===== src/rtl/kp_pkg.sv =====
// Shared types and helpers for the keypad encoder: FSM state encoding,
// bit positions in the conditioned input vector and priority helpers.
package kp_pkg;

    localparam int KP_W    = 18;
    localparam int KP_BKSP = 16;
    localparam int KP_CLR  = 17;

    typedef enum logic [1:0] {
        IDLE,
        STABLE,
        ACCEPT,
        HELD
    } kp_state_t;

    // Highest-numbered pressed hex key wins when several are held together.
    function automatic logic [3:0] kp_top_key(input logic [15:0] keys);
        logic [3:0] idx;
        idx = 4'd0;
        for (int i = 0; i < 16; i++) begin
            if (keys[i]) begin
                idx = 4'(i);
            end
        end
        return idx;
    endfunction

    // Only a lone hex key or a lone backspace may auto-repeat; clear never does.
    function automatic logic kp_can_repeat(input logic [KP_W-1:0] pat);
        logic lone_hex;
        logic lone_bksp;
        lone_hex  = $onehot(pat[15:0]) && !pat[KP_BKSP];
        lone_bksp = (pat[15:0] == 16'h0000) && pat[KP_BKSP];
        return !pat[KP_CLR] && (lone_hex || lone_bksp);
    endfunction

endpackage


===== src/rtl/kp_debounce.sv =====
// Two-flop synchronizer plus a free-running run-length counter on the
// synchronized sample; reports when the sample is stably pressed or released.
module kp_debounce
    import kp_pkg::*;
#(
    parameter int DEBOUNCE = 5
) (
    input  logic            hz100,
    input  logic            reset,
    input  logic [KP_W-1:0] raw,
    output logic [KP_W-1:0] sample,
    output logic            stable,
    output logic            released,
    output logic            ready
);

    logic [KP_W-1:0] sync1_q, sync1_d;
    logic [KP_W-1:0] sync2_q, sync2_d;
    logic [KP_W-1:0] last_q, last_d;
    logic [7:0]      run_q, run_d;
    logic [1:0]      fill_q, fill_d;
    logic            ready_q, ready_d;
    logic            run_met;

    // run_d counts how many further samples have matched the first one of the
    // current run, so DEBOUNCE identical samples means run_d == DEBOUNCE-1.
    always_comb begin
        sync1_d = raw;
        sync2_d = sync1_q;
        last_d  = sync2_q;
        run_d   = 8'd0;
        if (sync2_q == last_q) begin
            run_d = (run_q == 8'hFF) ? run_q : run_q + 8'd1;
        end
        fill_d  = (fill_q == 2'd2) ? fill_q : fill_q + 2'd1;
        // Keys held through reset must not count as a fresh press: arm only
        // after a genuine all-released sample has come through the pipeline.
        ready_d = ready_q | ((fill_q == 2'd2) && (sync2_q == '0));
        run_met = ({1'b0, run_d} >= 9'(DEBOUNCE - 1));
    end

    assign sample   = sync2_q;
    assign stable   = (sync2_q != '0) && run_met;
    assign released = (sync2_q == '0) && run_met;
    assign ready    = ready_q;

    always_ff @(posedge hz100) begin
        if (reset) begin
            sync1_q <= '0;
            sync2_q <= '0;
            last_q  <= '0;
            run_q   <= '0;
            fill_q  <= '0;
            ready_q <= 1'b0;
        end else begin
            sync1_q <= sync1_d;
            sync2_q <= sync2_d;
            last_q  <= last_d;
            run_q   <= run_d;
            fill_q  <= fill_d;
            ready_q <= ready_d;
        end
    end

endmodule


===== src/rtl/keypad_encoder.sv =====
// Debounced hex keypad encoder with a shifting entry register of DIGITS nibbles.
// Optional auto-repeat of held keys is enabled by defining KP_AUTOREPEAT_EN.
module keypad_encoder
    import kp_pkg::*;
#(
    parameter int DIGITS   = 4,
    parameter int DEBOUNCE = 5,
    parameter int REPEAT   = 50
) (
    input  logic                  hz100,
    input  logic                  reset,
    input  logic [15:0]           keys,
    input  logic                  bksp,
    input  logic                  clr,
    output logic [3:0]            code,
    output logic                  strobe,
    output logic [4*DIGITS-1:0]   entry,
    output logic [DIGITS-1:0]     digit_en,
    output logic [3:0]            count
);

    localparam int ENTRY_W = 4 * DIGITS;

    if (DIGITS < 1 || DIGITS > 8 || DEBOUNCE < 1 || DEBOUNCE > 255 ||
        REPEAT < 2 || REPEAT > 255) begin : g_param_check
        $error("keypad_encoder: parameter out of range");
    end

    logic [KP_W-1:0] sample;
    logic            stable;
    logic            released;
    logic            ready;

    kp_debounce #(
        .DEBOUNCE (DEBOUNCE)
    ) u_debounce (
        .hz100    (hz100),
        .reset    (reset),
        .raw      ({clr, bksp, keys}),
        .sample   (sample),
        .stable   (stable),
        .released (released),
        .ready    (ready)
    );

    kp_state_t           state_q, state_d;
    logic [KP_W-1:0]     pat_q, pat_d;
    logic [3:0]          code_q, code_d;
    logic                strobe_q, strobe_d;
    logic [ENTRY_W-1:0]  entry_q, entry_d;
    logic [DIGITS-1:0]   digit_en_q, digit_en_d;
    logic [3:0]          count_q, count_d;

`ifdef KP_AUTOREPEAT_EN
    logic [7:0]          rpt_q, rpt_d;
    logic                rpt_on_q, rpt_on_d;
`endif

    always_comb begin
        state_d    = state_q;
        pat_d      = pat_q;
        code_d     = code_q;
        strobe_d   = 1'b0;
        entry_d    = entry_q;
        digit_en_d = digit_en_q;
        count_d    = count_q;
`ifdef KP_AUTOREPEAT_EN
        rpt_d      = rpt_q;
        rpt_on_d   = rpt_on_q;
`endif
        case (state_q)
            IDLE: begin
                if (ready && sample != '0) begin
                    pat_d   = sample;
                    state_d = stable ? ACCEPT : STABLE;
                end
            end
            STABLE: begin
                if (sample == '0) begin
                    state_d = IDLE;
                end else begin
                    pat_d = sample;
                    if (stable) begin
                        state_d = ACCEPT;
                    end
                end
            end
            ACCEPT: begin
                // Priority: clear, then highest hex key, then backspace.
                if (pat_q[KP_CLR]) begin
                    entry_d    = '0;
                    digit_en_d = '0;
                    count_d    = '0;
                end else if (pat_q[15:0] != 16'h0000) begin
                    code_d     = kp_top_key(pat_q[15:0]);
                    strobe_d   = 1'b1;
                    entry_d    = ENTRY_W'({entry_q, code_d});
                    digit_en_d = DIGITS'({digit_en_q, 1'b1});
                    count_d    = (count_q >= 4'(DIGITS)) ? 4'(DIGITS) : count_q + 4'd1;
                end else if (pat_q[KP_BKSP]) begin
                    entry_d    = entry_q >> 4;
                    digit_en_d = digit_en_q >> 1;
                    count_d    = (count_q == 4'd0) ? 4'd0 : count_q - 4'd1;
                end
`ifdef KP_AUTOREPEAT_EN
                rpt_d    = '0;
                rpt_on_d = kp_can_repeat(pat_q);
`endif
                state_d = HELD;
            end
            HELD: begin
`ifdef KP_AUTOREPEAT_EN
                if (released) begin
                    state_d  = IDLE;
                    rpt_on_d = 1'b0;
                end else if (sample != pat_q) begin
                    rpt_on_d = 1'b0;
                end else if (rpt_on_q) begin
                    rpt_d = rpt_q + 8'd1;
                    if ({1'b0, rpt_q} + 9'd1 == 9'(REPEAT - 1)) begin
                        state_d = ACCEPT;
                    end
                end
`else
                if (released) begin
                    state_d = IDLE;
                end
`endif
            end
            default: begin
                state_d = IDLE;
            end
        endcase
    end

    always_ff @(posedge hz100) begin
        if (reset) begin
            state_q    <= IDLE;
            pat_q      <= '0;
            code_q     <= '0;
            strobe_q   <= 1'b0;
            entry_q    <= '0;
            digit_en_q <= '0;
            count_q    <= '0;
        end else begin
            state_q    <= state_d;
            pat_q      <= pat_d;
            code_q     <= code_d;
            strobe_q   <= strobe_d;
            entry_q    <= entry_d;
            digit_en_q <= digit_en_d;
            count_q    <= count_d;
        end
    end

`ifdef KP_AUTOREPEAT_EN
    always_ff @(posedge hz100) begin
        if (reset) begin
            rpt_q    <= '0;
            rpt_on_q <= 1'b0;
        end else begin
            rpt_q    <= rpt_d;
            rpt_on_q <= rpt_on_d;
        end
    end
`endif

    assign code     = code_q;
    assign strobe   = strobe_q;
    assign entry    = entry_q;
    assign digit_en = digit_en_q;
    assign count    = count_q;

endmodule


===== config.mk =====
export PLATFORM = sky130hd
export DESIGN_NAME = keypad_encoder
export DESIGN_NICKNAME = d
export VERILOG_FILES = /design/src/rtl/kp_pkg.sv /design/src/rtl/kp_debounce.sv /design/src/rtl/keypad_encoder.sv
export SDC_FILE = /design/constraint.sdc
export NUM_CORES = 1
export LEC_CHECK = 0
export CAP_MARGIN = 20
export CORE_AREA = 2 2 93 95
export DETAILED_ROUTE_END_ITERATION = 8
export DIE_AREA = 0 0 95 97
export PLACE_DENSITY = 0.73
export SLEW_MARGIN = 20
export SYNTH_ARGS = -nofsm -noshare
export SYNTH_HDL_FRONTEND = slang
export SYNTH_SLANG_ARGS = --single-unit

===== constraint.sdc =====
create_clock -name hz100 -period 2.1 [get_ports hz100]
set_input_delay 0.315 -clock hz100 [delete_from_list [all_inputs] [get_ports hz100]]
set_output_delay 0.315 -clock hz100 [all_outputs]
set_load 0.02 [all_outputs]

==> Yosys cells after proc, flatten, opt, wreduce, memory -nomap -nowiden <==
Index checks and enable logic that the tools add are counted.
Widths: inputs -> output; s select.
{ "op_classes": {"n_addsub": 4, "n_lt_le_gt_ge": 2, "n_eq_ne": 10, "muxes": 38, "n_bitwise": 3, "n_reduce_logical": 16} }
{ "ops": {"columns": ["cell", "n"], "rows": [
  ["$mux 4", 22],
  ["$mux 16", 3],
  ["$mux 18", 2],
  ["$pmux 18 s2", 1],
  ["$eq 18x18->1", 1],
  ["$logic_not 18->1", 1],
  ["$reduce_bool 18->1", 1],
  ["$mux 8", 2],
  ["$reduce_bool 16->1", 1],
  ["$mux 2", 5],
  ["$reduce_and 3->1", 3],
  ["$add 8x1->8 const B", 1],
  ["$eq 8x8->1 const B", 1],
  ["$ge 8x3->1 const B", 1],
  ["$pmux 2 s4", 1],
  ["$eq 2x2->1 const B", 3],
  ["$ne 2x2->1 const B", 3],
  ["$add 4x1->4 const B", 1],
  ["$ge 4x3->1 const B", 1],
  ["$logic_and 1x1->1", 4],
  ["$logic_not 4->1", 1],
  ["$sub 4x1->4 const B", 1],
  ["$ne 3x3->1 const B", 1],
  ["$reduce_bool 3->1", 1],
  ["other kinds (9)", 11]
]} }
{ "totals": {"regBits": 114, "input_bits": 20, "out_inout_bits": 29, "elab_cells": 86} }

==> Depth between registers and ports, before layout <==
{ "depth": {"word_depth": 17, "depth_mapped": 8, "depth_no_buf": 7} }

==> Cells and area by module <==
A second synthesis with hierarchy kept.
{ "unflattened": {"hier_cells": 456, "hier_area_um2": 4506.8} }
{ "by_module_without_submodules": {"columns": ["mod", "instances", "cells_per_inst", "area_per_inst_um2", "seq_area_each_um2"], "rows": [
  ["kp_debounce", 1, 218, 2327.2, 1301.2],
  ["keypad_encoder", 1, 238, 2179.6, 980.9]
]} }

==> Least setup slack after synthesis <==
No wires, ideal clock.
{ "synth_timing": {"path_type": "register to register", "startpoint": "reg u_debounce.run_q[0]", "endpoint": "reg state_q[1]", "setup_ps": 70, "arrival_time_ps": 1798, "required_ps": 2030, "setup_slack_ps": 231, "path_stages_with_launch": 7, "path_buffers": 0, "period_less_slack_ps": 1869, "cell_sequence": "dfxtp_1 -> ha_1 -> or3_1 -> a2111oi_0 -> nand3_1 -> a31o_1 -> a21oi_1"} }
{ "synth_via": {"elab_chain_len": 8, "word_cells_on_any_way": 13, "cone_classes": "add/sub (1); order compare (1); eq/ne (3); mux (5); reduce/logical (3)"} }
{ "synth_rtl": {"columns": ["element", "line", "text"], "rows": [
  ["start, declared", "kp_debounce.sv:20", "logic [7:0] run_q, run_d;"],
  ["start signal, assigned", "kp_debounce.sv:59", "run_q <= run_d;"],
  ["$add 8x1->8 or $eq 8x8->1 (tied branches)", "kp_debounce.sv:33", "run_d = (run_q == 8'hFF) ? run_q : run_q + 8'd1;"],
  ["$mux 8 (*)", "kp_debounce.sv:33", null],
  ["$mux 8 (*)", "kp_debounce.sv:32", "if (sync2_q == last_q) begin"],
  ["$ge 8x3->1 (*)", "kp_debounce.sv:39", "run_met = ({1'b0, run_d} >= 9'(DEBOUNCE - 1));"],
  ["$logic_and 1x1->1", "kp_debounce.sv:43", "assign stable = (sync2_q != '0) && run_met;"],
  ["$mux 2", "keypad_encoder.sv:75", "state_d = stable ? ACCEPT : STABLE;"],
  ["$mux 2", "keypad_encoder.sv:73", "if (ready && sample != '0) begin"],
  ["$pmux 2 s4", "keypad_encoder.sv:71", "case (state_q)"],
  ["end signal, assigned", "keypad_encoder.sv:146", "state_q <= state_d;"],
  ["end, declared", "keypad_encoder.sv:46", "kp_state_t state_q, state_d;"]
]} }
Every way passes the cells marked *; elsewhere a longest branch is shown, timed or not. The select of a mux whose other input is x is not followed.
A chain may end at the register's enable or synchronous reset.

==> Worst setup path in the final report <==
Ends and elaborated chain as after synthesis.

==> summary.md <==
| Metric | Value |
|---|---|
| Overall Power | 5470 uW |
| Final worst path period need | 1.97 ns |
| CTS H-tree lvls | 4 |
| Final RePlAce weighted congestion | 0.832 |
| Initial antenna violation count | 0 |
| FILL cells | 618 |
| Die Span Y | 97 um |
| Worst Path Required | 2.53 ns |
| Crit path kind | reg2reg |
| Register area share after synthesis | 0.513 |
| Critical path startpoint category | flop |
| Post-Syn Nets | 497 |
| Final-stage net count | ~550 |
| CTS root buffer | clkbuf_8 |
| Worst path arrival time | 2.40 ns |
| Synth Instances | 472 |
| Max Fanout on Critical Path | 7 |
| Hold_buf cts | 0 |
| Synth Warn # | 0 |
| Largest stage delay on the critical path | 0.40 ns |
| Worst Min Path Start | reset |
| PostCTS Resize Cnt | 0 |
| GRT Util Overall | 0.208 |
| RSZ-0062 raised after global routing | yes |
| Post-CTS setup buffers | 0 |
| CP delay by family, top | compound AO/OA/AOI/OAI gates |
| Violation count after the first detailed-routing iteration | 189 |
| Share of cells above drive strength 1 | 0.111 |
| Remaining global-route overflow | 0 |
| Synth Flop Type | dfxtp_1 |
| LEAKAGE | 0.00212 uW |
| Placed Cells | 615 |
| Routed wire length | 8690 um |
| DR vias | 3368 |
| FF-to-FF setup slack | 0.13 ns |
| Register Area | 0.00228 sq mm |
| Largest cells by area after synthesis | dfxtp_1 51%, nor2b_1 7.7%, nor2_1 5.6% |
| Non-filler instance count after layout | 646 |
| Flops & latches, synth | 114 |
| Worst Hold End | u_debounce.fill_q[0]$_SDFFE_PP0P_ |
| Final Hold Viols | 0 |
| Worst skew pair latency | between 0.5 and 0.6 ns |
| Final setup vio count | 0 |
| Core Region | 0.00813 sq mm |
| Rel. slew slack | 0.719 |
| F_max | around 0.5 GHz |
| Setup TNS | 0 ns |
| R2R depth | 6 |
| Pin count of the biggest net entering global routing | 42 |
| Top-area cell type share of the netlist area | 0.513 |
| Port-buffer cells | 48 |
| Final Cycle Share | 0.940 |
| DP HPWL | 5610 um |
| Crit end category | flop |
| Initial core utilization | 0.547 |
| Hold Path Class | in2reg |
| Ant diodes | 0 |
| Cell accounting for the most synthesized area | dfxtp_1 |
| CP max-delay cell | or3_1 |
| Full die area | roughly 0.0092 sq mm |
| WHS Path Cells | 2 |
| Global-route wire length before repair | roughly 15000 um |
| Clock-pin transition on the worst setup and hold timing paths | 0.05 ns |
| Tightest Pin Transition | 0.422 ns |
| R2r endpoint | state_q[1]$_SDFFE_PP0P_ |
| Clk buf depth | 2 |
| Detail Route Antenna Nets | 0 |
| Maximum VDD drop | 0.770 mV |
| Final Max Slew Viols | 0 |
| Via/cell ratio | between 5 and 6 |
| Multi-input gate area | 0.00201 sq mm |
| CP bufs+invs | 0 |
| Worst R2R Start | u_debounce.run_q[0]$_SDFF_PP0_ |
| TritonRoute pass-1 iters | 5 |
| Outcome | complete, no violations |
| CTS buffer count | 17 |
| CTS tree | yes |
| Drt drc | 0 |
| Wire per inst | 13.5 um |
| Mapped cell area | 0.00445 sq mm |
| Synth Area per Inst | 9.43 sq um |
| Final Core Density | 0.698 |
| Critical path cell sequence | ha_1 -> or3_1 -> a2111oi_2 -> nand3_1 -> a31o_1 -> a21oi_1 |
| Top-Level Pins | 49 |
| Async set-reset flop share out of synthesis | 0 |
| Die W | 95 um |
| Power per Cell Area | around 960 mW/mm^2 |
| Vias in the first global route | 3299 |
| Max-Cap Viols | 0 |
| Post-synth EDFFs | 0 |
| Rows | 33 |
| Synth unique cells | between 40 and 50 |
| Area growth, synth to finish | 27.5% |
| Clock Skew | 0.0129 ns |
| Clock sink total | 114 |
[through the flow]
stage / area [sq um] / setup slack, ns / hold slack [ns]
floorplan: 4450 / 0.231 / 0.414
global placement: 5060 / 0.149 / 0.419
detailed placement: 5060 / 0.0934 / 0.421
CTS: 5660 / 0.0614 / 0.201
global route: 5680 / -0.0210 / 0.232
finish: 5680 / 0.126 / 0.214
[where the power goes]
group | leakage [uW] | switching, uW | internal [uW]
sequential | 0.000928 | 44.0 | 2230
combinational | 0.000908 | 170 | 163
clock | 0.000286 | 993 | 1860
[synthesized netlist by cell type, types with 4 or more instances]
cell type  instances
o21ai_0            8
xnor2_1            6
ha_1               5
a31oi_1            5
nor2b_1           55
clkbuf_1          15
mux2i_1           21
nor3_1             5
dfxtp_1          114
nor2_1            66
a21oi_1           35
nor4_1            10
nand3_1           10
xor2_1            16
inv_1              8
nand2_1           33
a22oi_1            6
nand4_1            4
[final cells by class]
type,instances,share of cell area
clock inverter,12,0.0278
sequential,114,0.402
clock buffer,19,0.0778
tap,105,0.0231
inverter,8,0.00529
timing repair buffer,64,0.110
multi-input combinational,324,0.354
[worst register-to-register path: stages, from the launching register on]
cell and delay, ns:
dfxtp_1 0.35, ha_1 0.27, or3_1 0.40, a2111oi_2 0.36, nand3_1 0.17, a31o_1 0.24
a21oi_1 0.11
[flip-flops by register name, summed over array words and instances (netlist names), 8 cells and up]
register,count
entry,16
pat_q,18
u_debounce.last_q,18
u_debounce.run_q,8
u_debounce.sample,18
u_debounce.sync1_q,18
[how the worst max path moves through the flow]
stage                              startpoint                       to  cells after the start  slack, ns
2_1_floorplan  u_debounce.run_q[0]$_SDFF_PP0_  state_q[1]$_SDFFE_PP0P_                      6       0.23
3_3_place_gp   u_debounce.run_q[0]$_SDFF_PP0_  state_q[1]$_SDFFE_PP0P_                      6       0.15
3_5_place_dp   u_debounce.run_q[0]$_SDFF_PP0_  state_q[1]$_SDFFE_PP0P_                      6       0.09
4_1_cts        u_debounce.run_q[0]$_SDFF_PP0_  state_q[1]$_SDFFE_PP0P_                      6       0.06
5_1_grt        u_debounce.run_q[0]$_SDFF_PP0_  state_q[1]$_SDFFE_PP0P_                      6      -0.02
6_report       u_debounce.run_q[0]$_SDFF_PP0_  state_q[1]$_SDFFE_PP0P_                      6       0.13
[routing by layer]
metal  vias up  track usage  routed length, um
li1       1718            -                  -
met1      1583        0.254               4000
met2        65        0.342               4340
met3         2       0.0607                312
met4         0       0.0792                 37
met5         -            0                  0
[logic make-up after synthesis]
| kind of cell | after synthesis | share of synthesized area |
|---|---|---|
| fa+ha+maj | 5 | 0.0140 |
| simple gates | 205 | 0.244 |
| compound gates | 71 | 0.0986 |
| flops | 114 | 0.513 |
| buf+inv | 34 | 0.0407 |
| mux | 21 | 0.0472 |
| xor+xnor | 22 | 0.0433 |
[placed cells by master, fill, tap and decap left out, types with 4 or more instances in the layout]
cell / instances
dfxtp_1: 114
nor2_1: 66
nor2b_1: 55
clkdlybuf4s50_1: 47
a21oi_1: 35
nand2_1: 33
mux2i_1: 21
xor2_1: 16
clkbuf_16: 16
buf_4: 15
nor4_1: 10
nand3_1: 10
inv_1: 8
o21ai_0: 8
a22oi_1: 6
xnor2_1: 6
nor3_1: 5
a31oi_1: 5
ha_1: 5
nand4_1: 4
Power figures use the tool's default switching activity.
